--- config.mk ---
export PLATFORM = sky130hd
export DESIGN_NAME = dcache_direct
export DESIGN_NICKNAME = d
export VERILOG_FILES = /design/src/rtl/dcache_direct.sv
export SDC_FILE = /design/constraint.sdc
export NUM_CORES = 2
export LEC_CHECK = 0
export ABC_AREA = 1
export ABC_CLOCK_PERIOD_IN_PS = 6300
export BUFFER_PORTS_ARGS = -buffer_cell sky130_fd_sc_hd__clkbuf_2
export CORE_AREA = 2 2 633 635
export CTS_BUF_LIST = sky130_fd_sc_hd__clkbuf_4 sky130_fd_sc_hd__clkbuf_8
export CTS_CLUSTER_SIZE = 30
export DETAILED_ROUTE_END_ITERATION = 16
export DIE_AREA = 0 0 635 637
export HOLD_SLACK_MARGIN = 0.08
export PLACE_DENSITY = 0.51
export SLEW_MARGIN = 20
export SYNTH_ARGS = -nofsm -noshare
export SYNTH_HDL_FRONTEND = slang
export SYNTH_SLANG_ARGS = --single-unit
--- constraint.sdc ---
create_clock -name clk -period 6.3 [get_ports clk]
set_input_delay 0.945 -clock clk [delete_from_list [all_inputs] [get_ports clk]]
set_output_delay 0.945 -clock clk [all_outputs]
set_load 0.05 [all_outputs]
--- src/rtl/dcache_direct.sv ---
// Blocking direct-mapped, write-through, no-write-allocate data cache between the
// MEM-stage data port and data memory; 4-word lines refilled over a req/ack port.
module dcache_direct #(
   parameter int INDEX_BITS = 4
) (
   input  logic        clk,
   input  logic        resetn,
   input  logic        cpu_req,
   input  logic [3:0]  cpu_wen,
   input  logic [31:0] cpu_addr,
   input  logic [31:0] cpu_wdata,
   output logic [31:0] cpu_rdata,
   output logic        cpu_ready,
   output logic        mem_req,
   output logic [3:0]  mem_wen,
   output logic [31:0] mem_addr,
   output logic [31:0] mem_wdata,
   input  logic [31:0] mem_rdata,
   input  logic        mem_ack,
   output logic [31:0] hit_cnt,
   output logic [31:0] miss_cnt
);

   localparam int LINES    = 1 << INDEX_BITS;
   localparam int WORDS    = LINES * 4;
   localparam int TAG_BITS = 28 - INDEX_BITS;

   typedef enum logic [2:0] {IDLE, REFILL, UNC_RD, WRITE, RESP} state_t;

   state_t              state_q, state_d;
   logic [1:0]          cnt_q, cnt_d;
   logic [LINES-1:0]    valid_q;
   logic [TAG_BITS-1:0] tag_q [LINES];
   logic [31:0]         data_q [WORDS];
   logic [31:0]         resp_q;
   logic [31:0]         hitCnt_q;
   logic [31:0]         missCnt_q;

   logic [TAG_BITS-1:0]   reqTag;
   logic [INDEX_BITS-1:0] reqIdx;
   logic [1:0]            reqOff;
   logic                  cacheable;
   logic                  hit;
   logic                  isWrite;
   logic [31:0]           lineWord;
   logic                  unusedAddrBits;

   logic readyRaw;
   logic refillWe;
   logic storeHit;
   logic hitInc;
   logic missInc;
   logic lineFill;
   logic lineInval;
   logic respLoad;

   assign reqTag         = cpu_addr[31:INDEX_BITS+4];
   assign reqIdx         = cpu_addr[INDEX_BITS+3:4];
   assign reqOff         = cpu_addr[3:2];
   assign unusedAddrBits = ^cpu_addr[1:0];
   assign cacheable      = (cpu_addr[31:29] != 3'b101);
   assign hit            = valid_q[reqIdx] & (tag_q[reqIdx] == reqTag) & cacheable;
   assign isWrite        = |cpu_wen;
   assign lineWord       = data_q[{reqIdx, reqOff}];

   // Cacheable accesses always answer from the line; uncached reads from the latched word.
   assign cpu_rdata = cacheable ? lineWord : resp_q;
   assign cpu_ready = readyRaw & resetn;
   assign hit_cnt   = hitCnt_q;
   assign miss_cnt  = missCnt_q;

   always_comb begin
      state_d   = state_q;
      cnt_d     = cnt_q;
      readyRaw  = 1'b0;
      mem_req   = 1'b0;
      mem_wen   = 4'b0000;
      mem_addr  = cpu_addr;
      mem_wdata = cpu_wdata;
      refillWe  = 1'b0;
      storeHit  = 1'b0;
      hitInc    = 1'b0;
      missInc   = 1'b0;
      lineFill  = 1'b0;
      lineInval = 1'b0;
      respLoad  = 1'b0;
      case (state_q)
         IDLE: begin
            if (cpu_req) begin
               if (isWrite) begin
                  storeHit = hit;
                  state_d  = WRITE;
               end else if (hit) begin
                  readyRaw = 1'b1;
                  hitInc   = 1'b1;
               end else if (cacheable) begin
                  missInc   = 1'b1;
                  lineInval = 1'b1;
                  cnt_d     = 2'd0;
                  state_d   = REFILL;
               end else begin
                  state_d = UNC_RD;
               end
            end
         end
         REFILL: begin
            mem_req  = 1'b1;
            mem_addr = {reqTag, reqIdx, cnt_q, 2'b00};
            if (mem_ack) begin
               refillWe = 1'b1;
               cnt_d    = cnt_q + 2'd1;
               if (cnt_q == 2'd3) begin
                  lineFill = 1'b1;
                  state_d  = RESP;
               end
            end
         end
         UNC_RD: begin
            mem_req = 1'b1;
            if (mem_ack) begin
               respLoad = 1'b1;
               state_d  = RESP;
            end
         end
         WRITE: begin
            mem_req = 1'b1;
            mem_wen = cpu_wen;
            if (mem_ack) begin
               state_d = RESP;
            end
         end
         RESP: begin
            readyRaw = 1'b1;
            state_d  = IDLE;
         end
         default: begin
            state_d = IDLE;
         end
      endcase
   end

   // Control state and counters; the line being refilled is invalid until its last beat.
   always_ff @(posedge clk) begin
      if (!resetn) begin
         state_q   <= IDLE;
         cnt_q     <= 2'd0;
         valid_q   <= '0;
         hitCnt_q  <= 32'd0;
         missCnt_q <= 32'd0;
      end else begin
         state_q <= state_d;
         cnt_q   <= cnt_d;
         if (hitInc) begin
            hitCnt_q <= hitCnt_q + 32'd1;
         end
         if (missInc) begin
            missCnt_q <= missCnt_q + 32'd1;
         end
         if (lineInval) begin
            valid_q[reqIdx] <= 1'b0;
         end
         if (lineFill) begin
            valid_q[reqIdx] <= 1'b1;
         end
      end
   end

   // Tag/data storage is never cleared; only the valid bits decide what is usable.
   always_ff @(posedge clk) begin
      if (resetn) begin
         if (refillWe) begin
            data_q[{reqIdx, cnt_q}] <= mem_rdata;
         end else if (storeHit) begin
            for (int b = 0; b < 4; b++) begin
               if (cpu_wen[b]) begin
                  data_q[{reqIdx, reqOff}][b*8 +: 8] <= cpu_wdata[b*8 +: 8];
               end
            end
         end
         if (lineFill) begin
            tag_q[reqIdx] <= reqTag;
         end
         if (respLoad) begin
            resp_q <= mem_rdata;
         end
      end
   end

endmodule
==> flow_metrics.py <==
metrics = {
    "run_status": {
        "status": "finished clean",
    },
    "cells_and_area": {
        "layoutNonFillerInstCount": 14790,
        "layout.nets": 9291,
        "syn_to_final_growth_pct": 19.29,
        "final_cell_area_mm2": 0.1229,
        "regArea_mm2": 0.07569,
        "drive_above_1_share": 0.1705,
        "postLayoutCoreUtil": 0.3089,
        "multi_input_area_mm2": 0.02441,
        "nFillCells": 39930,
    },
    "drt": {
        "vias_per_cell": 4.927,
        "drt-initial-drc-count": 8003,
        "top_layer": "met5",
        "route.detailed.drc": 0,
        "first_pass_iters": 7,
        "vias": 72860,
        "wl_met1_mm": 147.7,
        "ant_nets": 0,
        "wl_met2_mm": 167.6,
        "wl_met3_mm": 30.57,
        "routedWlPerCell_um": 24.14,
        "wirelength_mm": 357.0,
    },
    "timing": {
        "finalSetupViolCount": 0,
        "holdWs_ns": 0.1638,
        "fmax_mhz": 174.1,
        "finalCritPeriodShare": 0.9119,
        "drv_slew": 0,
        "rsz0062_at_grt": "no",
        "slew_headroom": 0.1958,
        "finalHoldViolations": 0,
        "clock_skew_ns": 0.1052,
        "tns_ns": 0,
        "fin_ws_ns": 0.5553,
        "tightest_slew_ns": 1.206,
        "min_period_ns": 5.745,
    },
    "grt": {
        "overflow": 0,
        "grt_usage": 0.1697,
        "antenna_found_initial": 14,
        "grt_pass1_vias": 70730,
        "grt_max_degree": 146,
        "grt_pass1_wl_mm": 510.9,
    },
    "logic_synthesis": {
        "syn_area_per_cell_um2": 12.16,
        "synth_cell_types": 51,
        "syn_area_mm2": 0.1030,
        "ys_seq_area_frac": 0.7346,
        "yosys_most_used_dff": "edfxtp_1",
        "synth_nets": 8582,
        "synth_edf_count": 2464,
        "netlist_instances": 8475,
        "async_flop_share": 0,
        "yosys_warnings": 0,
        "ys_ff_latch": 2549,
    },
    "placed_design": {
        "place_inst": 14010,
        "dp_worst_setup_slack_ns": -0.1450,
        "place.port_buffers": 269,
        "dpl-instance-area_mm2": 0.1142,
        "routabilityCongestion": 0.8972,
        "place.detailed.hpwl_mm": 228.0,
    },
    "cts": {
        "clk_latency_ns": 1.06,
        "cts-root-to-sink-buffers": 4,
        "ctsHtreeMaxLevel": 5,
        "cts.sinks": 2549,
        "clock-root-buffer": "clkbuf_8",
        "path_clk_slew_ns": 0.06,
        "post-cts-setup-buffers": 0,
        "cts_tree": "yes",
        "cts_buffers": 424,
    },
    "pwr": {
        "p_leak_nw": 41.02,
        "power.total_mw": 36.74,
        "pwr_density_cell_mw_per_mm2": 298.9,
        "ir_worst_vdd_mv": 0.1672,
    },
    "die": {
        "row_count": 232,
        "ios": 270,
        "dieArea_mm2": 0.4045,
        "initial_core_util": 0.2589,
        "die_h_um": 637,
        "die-width_um": 635,
        "core_area_mm2": 0.3980,
    },
    "min_path": {
        "min_from": "mem_rdata[19]",
        "hp-class": "in -> reg",
    },
    "critical_path": {
        "reg2reg_depth": 22,
        "r2r_setup_slack_ns": 0.88,
        "reg2reg_to": "data_q[42][26]",
        "cp_max_fo": 99,
        "crit_required_ns": 5.35,
        "worstPathArrival_ns": 4.80,
        "cp-end-kind": "output port",
        "start_kind": "primary input",
        "r2r_start": "tag_q[2][15]",
        "cp-startpoint": "cpu_addr[3]",
        "crit_type": "in -> out",
        "endpoint": "cpu_rdata[23]",
    },
    "job": {
        "cap_viol_max_count": 0,
    },
}
-- Yosys cell counts (60+ instances only) --
cell / count / area, um2
o21ai_0: 1072 / 5365
nor2_1: 1503 / 5642
a21oi_1: 122 / 610.6
a221oi_1: 60 / 525.5
nand2_1: 1332 / 5000
nand4_1: 106 / 663.1
dfxtp_1: 85 / 1702
edfxtp_1: 2464 / 73990
o22ai_1: 517 / 3234
nand3_1: 142 / 710.7
clkbuf_1: 462 / 1734
buf_4: 66 / 495.5
inv_1: 128 / 480.5
-- placed cells by master (no fill, tap or decap), types with 25 or more instances in the layout --
cell,n
clkbuf_4,124
nand3_1,141
a22o_1,48
clkinv_1,100
edfxtp_1,2464
clkinv_2,61
dfxtp_1,85
o22ai_1,517
nand2_1,1332
mux2i_1,32
nor2_1,1480
a21oi_1,122
a221oi_1,60
buf_12,75
inv_1,94
inv_2,41
o21ai_0,1072
nor3_1,56
clkbuf_8,437
bufinv_16,25
buf_4,553
clkbuf_2,241
nand4_1,106
-- how the worst min path moves through the flow --
stage / depth (start not counted) / endpoint
after global routing: 1 / resp_q[19]
final: 1 / resp_q[19]
after detailed placement: 2 / hit_cnt[31]
after floorplan: 2 / cnt_q[0]
after global placement: 2 / hit_cnt[31]
after CTS: 1 / resp_q[19]
-- registers in the layout (all words and copies together) (netlist names) --
name / count
hit_cnt: 32
miss_cnt: 32
resp_q: 32
state_q: 3
valid_q: 16
tag_q: 384
data_q: 2048
cnt_q: 2
-- power by group --
part / internal (mW) / switching [mW]
logic: 0.753 / 2.24
clock network: 8.22 / 6.87
registers: 18.6 / 0.0287
total: 27.6 / 9.14
-- cell type report --
type,instances,share of cell area
sequential,2549,0.6158
clock inverter,204,0.01328
clock buffer,561,0.05650
tap,5265,0.05359
multi-input combinational,5176,0.1986
inverter,142,0.004570
timing repair buffer,891,0.05764
antenna,2,0.00004072
-- per-layer routing --
metal,GRT usage,vias to the layer above
met2,0.2786,3353
met5,0,-
met1,0.2237,36650
met4,0.05141,4
met3,0.03705,585
li1,-,32280
-- what timing repair did --
item                      CTS  global route
hold endpoints to repair   18             0
hold buffers               18             0
gates resized for setup     0             0
-- cell families after synthesis --
group                      after synthesis  share of synthesized area
AOI/OAI and AO/OA                     1930                     0.1069
xor gates and xnor gates                29                   0.002465
adders and majority gates                3                  0.0003643
buffers and inverters                  750                    0.03038
DFF                                   2549                     0.7346
muxes                                   32                   0.003109
and+or+nand+nor                       3182                     0.1222
-- worst max-delay path, stage by stage --
cell	delay, ns
buf_8	0.38
inv_8	0.37
buf_4	0.42
o21ai_0	0.13
o22ai_1	0.17
a22o_1	0.26
a221oi_1	0.46
nor2_1	0.20
a21oi_1	0.39
o2111ai_1	0.32
o21a_1	0.20
clkbuf_2	0.26
Power figures use the tool's default switching activity.
